<file path="config.mk">
export PLATFORM = sky130hd
export DESIGN_NAME = fsm_keylock_gen
export DESIGN_NICKNAME = d
export VERILOG_FILES = /design/src/rtl/fsm_keylock_gen.sv
export SDC_FILE = /design/constraint.sdc
export NUM_CORES = 1
export LEC_CHECK = 0
export BUFFER_PORTS_ARGS = -buffer_cell sky130_fd_sc_hd__buf_2
export CAP_MARGIN = 0
export CORE_AREA = 5 5 62 64
export DETAILED_ROUTE_END_ITERATION = 10
export DIE_AREA = 0 0 67 69
export SETUP_SLACK_MARGIN = 0.02
export SLEW_MARGIN = 15
export SYNTH_ARGS = -nofsm -noshare
export SYNTH_HDL_FRONTEND = slang
export SYNTH_SLANG_ARGS = --single-unit
export TNS_END_PERCENT = 50
</file>
<file path="constraint.sdc">
create_clock -name clk -period 2 [get_ports clk]
set_input_delay 0.6 -clock clk [delete_from_list [all_inputs] [get_ports clk]]
set_output_delay 0.6 -clock clk [all_outputs]
set_load 0.01 [all_outputs]
</file>
<file path="src/rtl/fsm_keylock_gen.sv">
// ============================================================================
//  Module   : fsm_keylock_gen
//  Purpose  : Key-locked control FSM with decoy path and saturating lockout.
//  Revision : 1.0
// ============================================================================
`default_nettype none

module fsm_keylock_gen #(
    parameter int                 IN_W       = 10,
    parameter int                 OUT_W      = 12,
    parameter int                 KEY_W      = 4,
    parameter logic [KEY_W-1:0]   KEY_VALUE  = 4'hA,
    parameter int                 TRIG_LIMIT = 5,
    parameter int                 DECOY_LEN  = 3
) (
    input  logic                              clk,
    input  logic                              rst,
    input  logic [IN_W-1:0]                   x,
    input  logic [KEY_W-1:0]                  keyinput,
    output logic [OUT_W-1:0]                  y,
    output logic                              locked,
    output logic [$clog2(TRIG_LIMIT+1)-1:0]   err_cnt
);

    localparam int c_ERR_W = $clog2(TRIG_LIMIT + 1);
    localparam int c_DCY_W = $clog2(DECOY_LEN + 1);
    localparam logic [c_ERR_W-1:0] c_ERR_MAX  = c_ERR_W'(TRIG_LIMIT);
    localparam logic [c_DCY_W-1:0] c_DCY_LOAD = c_DCY_W'(DECOY_LEN - 1);

    typedef enum logic [2:0] {
        S_IDLE  = 3'd0,
        S_ARM   = 3'd1,
        S_GATE  = 3'd2,
        S_GOOD  = 3'd3,
        S_DECOY = 3'd4,
        S_LOCK  = 3'd5
    } state_t;

    state_t               r_state;
    state_t               w_next_state;
    logic [c_DCY_W-1:0]   r_dcy_cnt;
    logic [c_DCY_W-1:0]   w_dcy_next;
    logic [c_ERR_W-1:0]   w_err_inc;
    logic [c_ERR_W-1:0]   w_err_next;
    logic [OUT_W-1:0]     w_xz;
    logic [OUT_W-1:0]     w_y_next;

    generate
        if (IN_W >= OUT_W) begin : g_xz_trunc
            assign w_xz = x[OUT_W-1:0];
        end else begin : g_xz_ext
            assign w_xz = {{(OUT_W - IN_W){1'b0}}, x};
        end
    endgenerate

    assign w_err_inc = (err_cnt == c_ERR_MAX) ? err_cnt : err_cnt + c_ERR_W'(1);

    always_comb begin
        w_next_state = r_state;
        w_dcy_next   = r_dcy_cnt;
        w_err_next   = err_cnt;
        case (r_state)
            S_IDLE: begin
                if (x[0]) w_next_state = S_ARM;
            end
            S_ARM: begin
                if (x[1])       w_next_state = S_GATE;
                else if (!x[0]) w_next_state = S_IDLE;
            end
            S_GATE: begin
                if (keyinput == KEY_VALUE) begin
                    w_next_state = S_GOOD;
                end else begin
                    w_err_next = w_err_inc;
                    // The lockout pass skips the decoy entirely.
                    if (w_err_inc == c_ERR_MAX) begin
                        w_next_state = S_LOCK;
                    end else begin
                        w_next_state = S_DECOY;
                        w_dcy_next   = c_DCY_LOAD;
                    end
                end
            end
            S_GOOD: begin
                if (!x[0]) w_next_state = S_IDLE;
            end
            S_DECOY: begin
                if (r_dcy_cnt == '0) w_next_state = S_IDLE;
                else                 w_dcy_next   = r_dcy_cnt - c_DCY_W'(1);
            end
            S_LOCK: begin
                w_next_state = S_LOCK;
            end
            default: begin
                w_next_state = S_IDLE;
                w_dcy_next   = '0;
            end
        endcase
    end

    // Output is a function of the next state and the x sampled at this edge.
    always_comb begin
        w_y_next = '0;
        case (w_next_state)
            S_IDLE:  w_y_next = '0;
            S_ARM:   w_y_next = OUT_W'(1);
            S_GATE:  w_y_next = OUT_W'(2);
            S_GOOD:  w_y_next = w_xz;
            S_DECOY: w_y_next = ~w_xz;
            S_LOCK:  w_y_next = '0;
            default: w_y_next = '0;
        endcase
    end

    always_ff @(negedge clk or negedge rst) begin
        if (!rst) begin
            r_state   <= S_IDLE;
            r_dcy_cnt <= '0;
            err_cnt   <= '0;
            y         <= '0;
            locked    <= 1'b0;
        end else begin
            r_state   <= w_next_state;
            r_dcy_cnt <= w_dcy_next;
            err_cnt   <= w_err_next;
            y         <= w_y_next;
            locked    <= (w_next_state == S_LOCK);
        end
    end

endmodule

`default_nettype wire

</file>
==> parameters.txt <==
Parameter                              Value

Outcome
  Status ... finished with violations
  Failing checks ... negative setup slack

Worst setup path
  Peak fanout along the critical path ... 2
  Worst reg2reg endpoint ... y[0]$_DFF_NN0_
  Required @ worst endpoint ... 1.14 ns
  Sort of element at the start of the critical path ... primary input
  Kind of critical path ... primary input to flop
  Critical Path Sink Type ... flop
  Reg-to-reg startpoint ... r_state[1]$_DFF_NN0_
  Chain of cells forming the critical path ... buf_6 -> and4bb_2 -> or2_4 -> a21boi_2 -> mux2_4
  R2R setup slack ... ~0.13 ns
  Cell type of the slowest stage on the worst timing path ... sky130_fd_sc_hd__mux2_4
  Worst Path Arrival ... approximately 1.7 ns
  Worst R2R Path Depth ... 4
  CP max stage delay ... 0.32 ns

CTS
  CTS tree ... built
  Hold buffer count at CTS ... 0
  Number of clock buffers inserted by TritonCTS ... 3
  Clk root buf ... sky130_fd_sc_hd__clkbuf_4
  Deepest clock path buffer count ... 2
  Clk slew on worst S/H paths ... 0.08 ns
  CTS H-tree lvls ... 1
  Clock insertion delay at the later pin of the skew report ... about 0.29 ns
  Number of sinks driven by the clock tree ... 20

Finish
  Signed area change from the synthesized netlist to the final layout ... 54.5%
  Area of the multi-input gates ... about 570 um2
  Number of fill cells in the layout ... between 200 and 300
  Number of antenna cells inserted ... 0
  Final net count ... around 160
  Combined flip-flop and latch cell area ... between 500 and 600 um2
  Share of cells above drive strength 1 ... about half
  Final Cell Area ... around 1600 um2

Floorplanning
  Row cnt ... 21
  Effective utilization at floorplan ... between 30% and 40%
  Die outline width ... 67 um
  Die outline area ... 4620 um2
  Overall die height ... around 69 um
  Number of ports placed on the die boundary ... 32
  Placeable core area ... 3230 um2

Route
  Wirelength, routed ... between 2000 and 2500 um
  Count of routing violations after the opening detailed-route iteration ... 11
  Average detailed-routed wire length per instance ... 13.2 um
  Ratio of routed vias to standard cells ... roughly 4.6
  Post-detailed-route DRC marker count ... 0
  Pre-Repair DR Iteration Count ... 4
  Vias ... between 800 and 900
  Number of nets with antenna violations after detailed routing ... 0

STA
  Slew Viols, Final ... 0
  Max-slew headroom ... between 60% and 70%
  Total of endpoints with negative setup slack in the final report ... 36
  RSZ-0062 raised after global routing ... yes
  Crit path setup slack, layout ... -0.529 ns
  Fin Clk Skew ... roughly 0.0020 ns
  Final Hold Viols ... 0
  Transition time at the pin with the least slew margin ... ~0.51 ns

GRT
  Pin count of the biggest net entering global routing ... 21
  Number of antenna violations at the first check in global routing ... 0
  Via count of the first global-routing pass ... between 900 and 1k
  Gr ovfl total ... 0
  First-pass GRT wire length ... between 4000 and 5000 um
  Overall track demand over capacity in global routing ... a little under an eighth

Pwr
  P_leak ... 0.793 nW
  Post-route total power ... around 0.0021 W
  Maximum ir drop on the vdd rail ... 0.000708 V
  Power per Cell Area ... 1350 nW/um2

Synthesis
  Number of synthesized flops with an enable pin ... 0
  Synth Instances ... 89
  Post-synthesis register bit count ... 20
  Synthesized netlist net count ... ~110
  Prevailing post-synth register cell ... sky130_fd_sc_hd__dfrtn_1
  Share of synthesized area occupied by flip-flops and latches ... approximately half
  Area of the mapped netlist ... 1020 um2
  Per-instance average area after synthesis ... 11.5 um2
  Netlist cell types ... 37
  Synth warn ... 0
  Synth async-reset ratio ... 100%

Placed design
  Post-DP Area ... ~1400 um2
  Routability cong. ... between 0.7 and 0.8
  Input/output buffers ... 31
  Hpwl dp ... between 1500 and 2000 um

Flow run
  Number of violations of the max-capacitance limit ... 0

Hold path
  Worst min path class ... flop to flop
  Count of cells along the worst hold path ... 2
  Worst-case hold path end point ... r_dcy_cnt[1]$_DFFE_NN0P_
  Worst min-delay path startpoint ... r_dcy_cnt[1]$_DFFE_NN0P_
[metal layers]
metal	track usage (%)	wire length [um]	vias to the layer above
met2	20.2	1290	19
li1	-	-	419
met4	2.70	29	0
met1	13.5	1010	418
met5	0	0	-
met3	3.25	136	4
[kinds of logic (layout without fill, tap and decap cells)]
| group | after synthesis | after routing | synth area share (%) |
|---|---|---|---|
| muxes | 10 | 10 | 9.94 |
| and+or+nand+nor | 26 | 27 | 16.2 |
| DFF | 20 | 20 | 49.1 |
| xor gates and xnor gates | 3 | 3 | 2.58 |
| buffers and inverters | 11 | 62 | 5.64 |
| adders and majority gates | 3 | 3 | 3.68 |
| AOI/OAI and AO/OA | 16 | 16 | 12.9 |
[critical path: cells and delay by family]
kind                   cells  cell delay (ns)
buffers and inverters      1             0.09
AND/OR/NAND/NOR            2             0.50
AO/OA/AOI/OAI              1             0.17
multiplexers               1             0.32
[through the flow]
stage                     TNS, ns  cells  worst slack [ns]  hold slack, ns  utilization [%]
after CTS                  -12.62    186            -0.560           0.464             47.1
after detailed placement   -15.10    177            -0.908           0.457             42.2
after global routing       -13.77    187            -0.537           0.475             48.7
final                      -12.22    187            -0.529           0.457             48.7
after global placement     -14.60    177            -0.842           0.425             42.2
after floorplan             -8.02     89            -0.752           0.409                -
[synthesized netlist by cell type, drive strengths merged, types with 2 or more instances]
| library cell | n | area [um2] |
|---|---|---|
| dfrtn | 20 | 500 |
| mux2i | 9 | 90.1 |
| inv | 7 | 26.3 |
| nand2 | 6 | 25.0 |
| nor2 | 5 | 18.8 |
| buf | 4 | 31.3 |
| a21oi | 3 | 15.0 |
| ha | 3 | 37.5 |
| nand2b | 3 | 18.8 |
| o21ai | 3 | 15.0 |
| xnor2 | 3 | 26.3 |
| a311oi | 2 | 23.8 |
[area by class of cell]
class / count / share of cell area (%)
Clock buffer: 4 / 2.30
Inverter: 7 / 1.67
Multi-Input combinational cell: 59 / 36.1
Sequential cell: 20 / 31.8
Tap cell: 46 / 3.65
Timing Repair Buffer: 51 / 24.5
[timing repair]
action,4_1_cts,5_1_grt
gates resized for setup,20,6
cloned,1,0
buffers inserted,5,2
setup endpoints to repair,36,36
pin swaps,5,9
[registers in the layout (all words and copies together) (netlist names), named ones only]
name	flops
y	11
r_state	3
r_dcy_cnt	2
err_cnt	1
locked	1
[power breakdown]
part / leakage [nW] / switching [W] / internal (W) / total (W)
logic: 0.512 / 0.000581 / 0.000642 / 0.00122
clock network: 0.0210 / 0.000124 / 0.000111 / 0.000234
registers: 0.260 / 0.0000966 / 0.000575 / 0.000672
total: 0.793 / 0.000801 / 0.00133 / 0.00213
[worst max-delay path by stage]
| stage | from | to | slack (ns) | cells after the start |
|---|---|---|---|---|
| after floorplan | keyinput[2] | y[0]$_DFF_NN0_ | -0.75 | 4 |
| after global placement | x[0] | y[0]$_DFF_NN0_ | -0.84 | 5 |
| after detailed placement | x[0] | y[0]$_DFF_NN0_ | -0.91 | 5 |
| after CTS | x[0] | y[0]$_DFF_NN0_ | -0.56 | 5 |
| after global routing | keyinput[1] | y[0]$_DFF_NN0_ | -0.54 | 5 |
| final | keyinput[1] | y[0]$_DFF_NN0_ | -0.53 | 5 |
[cell usage in the layout (no fill, tap or decap), types with 2 or more instances in the layout]
master / Yosys / layout
sky130_fd_sc_hd__o21ai_1: 0 / 2
sky130_fd_sc_hd__dfrtn_1: 20 / 20
sky130_fd_sc_hd__a311oi_2: 1 / 2
sky130_fd_sc_hd__mux2i_1: 9 / 9
sky130_fd_sc_hd__xnor2_1: 3 / 3
sky130_fd_sc_hd__a21oi_1: 3 / 2
sky130_fd_sc_hd__clkbuf_4: 0 / 3
sky130_fd_sc_hd__buf_6: 1 / 11
sky130_fd_sc_hd__ha_1: 3 / 3
sky130_fd_sc_hd__buf_2: 1 / 23
sky130_fd_sc_hd__nand2_1: 5 / 5
sky130_fd_sc_hd__buf_4: 2 / 15
sky130_fd_sc_hd__nand2b_1: 3 / 2
sky130_fd_sc_hd__nor2_1: 5 / 5
sky130_fd_sc_hd__nand2_2: 1 / 2
sky130_fd_sc_hd__inv_1: 7 / 6
No activity file was read; power rests on OpenSTA's default activity.
